[src/rtl/islemci_run_checker_pkg.sv]
// Shared definitions for the islemci run checker: FSM state type and
// the fail-index width helper used by the top and the comparator.
package islemci_run_checker_pkg;

  // Encodings are kept identical to the original header values.
  typedef enum logic [1:0] {
    ST_IDLE  = 2'd0,
    ST_RUN   = 2'd1,
    ST_CHECK = 2'd2,
    ST_DONE  = 2'd3
  } state_e;

  localparam int unsigned MAX_CHK = 16;

  // One extra bit beyond the channel index so all-ones never aliases a
  // real channel number (the FAIL_NONE value).
  function automatic int unsigned fail_idx_w(input int unsigned n);
    return $clog2(n) + 1;
  endfunction

endpackage

[src/rtl/islemci_run_checker_cmp.sv]
// Purely combinational compare of captured result registers against
// expected values. all_pass_o covers masked channels only; first_fail_o
// is the lowest masked mismatching channel, all-ones when there is none.
module islemci_chk_cmp
  import islemci_run_checker_pkg::*;
#(
  parameter int unsigned DATA_W  = 16,
  parameter int unsigned NUM_CHK = 4
) (
  input  logic [NUM_CHK*DATA_W-1:0]        data_i,
  input  logic [NUM_CHK*DATA_W-1:0]        exp_i,
  input  logic [NUM_CHK-1:0]               mask_i,
  output logic                             all_pass_o,
  output logic [fail_idx_w(NUM_CHK)-1:0]   first_fail_o
);

  localparam int unsigned FW = fail_idx_w(NUM_CHK);

  logic found;

  // Priority encoder over masked mismatches; the first hit in ascending
  // order is latched by 'found' so the lowest index wins.
  always_comb begin
    all_pass_o   = 1'b1;
    first_fail_o = '1;
    found        = 1'b0;
    for (int unsigned i = 0; i < NUM_CHK; i++) begin
      if (mask_i[i] && (data_i[i*DATA_W +: DATA_W] != exp_i[i*DATA_W +: DATA_W])) begin
        all_pass_o = 1'b0;
        if (!found) begin
          first_fail_o = i[FW-1:0];
          found        = 1'b1;
        end
      end
    end
  end

endmodule

[config.mk]
export PLATFORM = sky130hd
export DESIGN_NAME = islemci_chk_cmp
export DESIGN_NICKNAME = d
export VERILOG_FILES = /design/src/rtl/islemci_run_checker_pkg.sv /design/src/rtl/islemci_run_checker_cmp.sv
export SDC_FILE = /design/constraint.sdc
export NUM_CORES = 1
export LEC_CHECK = 0
export ABC_AREA = 1
export BUFFER_PORTS_ARGS = -buffer_cell sky130_fd_sc_hd__buf_4
export CAP_MARGIN = 15
export CORE_ASPECT_RATIO = 0.6
export CORE_MARGIN = 4
export CORE_UTILIZATION = 39
export DETAILED_ROUTE_END_ITERATION = 7
export PLACE_DENSITY = 0.95
export SLEW_MARGIN = 0
export SYNTH_ARGS = -nofsm -noshare
export SYNTH_HDL_FRONTEND = slang
export SYNTH_SLANG_ARGS = --single-unit
[constraint.sdc]
create_clock -name vclk -period 3
set_input_delay 0.45 -clock vclk [all_inputs]
set_output_delay 0.45 -clock vclk [all_outputs]
set_load 0.03 [all_outputs]
==> metrics.csv <==
stage,metric,value,unit
timing,fin. max-slew vios,0,
layout,P&R area growth vs syn,87.7,%
global_route,antenna violations before repair,0,
timing,Least-Margin Pin Slew,0.159,ns
routing,DRT iter0 DRCs,50,
synthesis,share of the synthesized area in the top cell type,38.3,%
synthesis,Synth cell types,8,
routing,Routed Antenna Nets,0,
layout,Seq Cell Count,0,
timing,setup TNS,0,ns
timing,hold_ws,1.31,ns
timing,Setup WS post-layout,1.00,ns
layout,Final nets,558,
layout,register area,0,µm²
power_and_ir_drop,Clk pwr share,0,%
global_route,grt total ovfl,0,
power_and_ir_drop,Int Pwr,0.000163,W
clocking,post-cts resize count,0,
synthesis,sequential cell area fraction in the yosys report,0,%
timing,min Tclk post-route,2.00,ns
run_status,status,"complete, no violations",
layout,# diodes,0,
synthesis,yosys warns,0,
timing,relative slew slack,89.4,%
synthesis,Mean Syn Cell Area,4.20,µm²
global_route,pin count of the biggest net entering global routing,4,
layout,fill count,266,
clocking,setup bufs post-CTS,0,
power_and_ir_drop,cell leakage power,1.61,nW
die,die footprint,4100,µm²
synthesis,Synth Cell Area,1210,µm²
power_and_ir_drop,VDD IR max,0.0693,mV
worst_setup_path,Worst Path Required,2.55,ns
power_and_ir_drop,Sw Share,40.4,%
routing,WL/cell,9.54,µm
power_and_ir_drop,PwrDens,120,nW/µm²
timing,Finish-stage setup viols,0,
global_route,Total GRT Usage,19.7,%
placement,routability cong.,0.782,
worst_hold_path,hold crit path type,primary input to output port,
global_route,vias in the first global route,1653,
routing,DR DRC count,0,
global_route,first-pass GRT wire length,6620,µm
clocking,hold_buf cts,0,
layout,CLK BUF,0,
synthesis,Synth area leader,nand2_1,
worst_setup_path,critical path capture point type,output port,
synthesis,synthesized net count,421,
timing,RSZ-0062 raised after global routing,false,
routing,Post-Route WL,4450,µm
layout,area of the multi-input gates,937,µm²
die,Vert. Die Dim,51.2,µm
die,die extent in x,80.1,µm
power_and_ir_drop,P_sw,0.000111,W
placement,DP HPWL,4170,µm
worst_setup_path,Setup CP Type,primary input to output port,
layout,share of cells above drive strength 1,33.0,%
die,Core ar.,2930,µm²
routing,vias after detailed routing,1884,
power_and_ir_drop,sequential power share,0,%
placement,Post-DP Area,2280,µm²
power_and_ir_drop,power share of the combinational group,100.0,%
synthesis,Synth Instances,289,
layout,design area,2280,µm²
timing,Fmax,501,MHz
placement,IO buf count,136,
routing,routed vias/inst,4.04,
timing,Fin. Hold Viols,0,
synthesis,largest cells by area after synthesis,"nand2_1, inv_1, nor2_1",
die,row count,15,
worst_setup_path,CP max FO,3,
worst_setup_path,startpoint types,primary input,
worst_setup_path,Critical Path AT,1.55,ns
run,Max Cap Violations,0,
timing,fin crit share,66.5,%
die,Initial Utilization,41.5,%
worst_hold_path,hold path depth,5,
placement,DP Worst Slack,0.999,ns
die,I/O Pins,136,
routing,drt first pass iters,4,
[power by group through the flow]
stage	clock [W]	combinational (W)	sequential [W]
floorplan	0	0.000106	0
global placement	0	0.000263	0
detailed placement	0	0.000274	0
CTS	0	0.000275	0
global route	0	0.000306	0
finish	0	0.000274	0
[synthesized netlist by cell type]
| library cell | count |
|---|---|
| nand3_1 | 1 |
| nor2_1 | 64 |
| inv_1 | 72 |
| nor2_2 | 1 |
| nand2_1 | 124 |
| nand2_2 | 3 |
| buf_4 | 1 |
| xor2_1 | 23 |
[cell usage in the layout (no fill, tap or decap)]
cell and instances:
inv_1 72, nand2_1 124, nor2_2 1, xor2_1 23
nor2_1 64, buf_4 136, nand3_1 1, nand2_2 3
[layer usage]
metal,wire [µm],share of wire (%),track usage [%]
met1,1770,40,22.9
met2,2300,52,39.0
met3,362,8.1,3.35
met4,15,0.34,1.40
met5,0,0,0
[critical path, stage by stage]
cell and delay (ns):
buf_4 0.11, xor2_1 0.15, nor2_1 0.12, nand2_1 0.06, nor2_1 0.09, nand2_1 0.08, nand2_2 0.09, nand2_2 0.06
nor2_2 0.15, buf_4 0.19
[cell families after synthesis]
logic type / synth area share, %
simple gates: 60.6
buf+inv: 22.9
xor+xnor: 16.6
[area by class of cell]
class,instances,area share (%)
multi-input cells,216,41.1
inverters,72,11.8
well taps,42,2.30
repair buffers,136,44.8
[path summary, 6_finish.rpt]
path | start | end
max | exp_i[14] | all_pass_o
min | mask_i[0] | first_fail_o[1]
[through the flow]
stage	instances	power (W)	util, %
global placement	466	0.000263	77.9
CTS	466	0.000275	77.9
floorplan	289	0.000106	-
global route	466	0.000306	77.9
detailed placement	466	0.000274	77.9
finish	466	0.000274	77.9
Power figures use the tool's default switching activity.
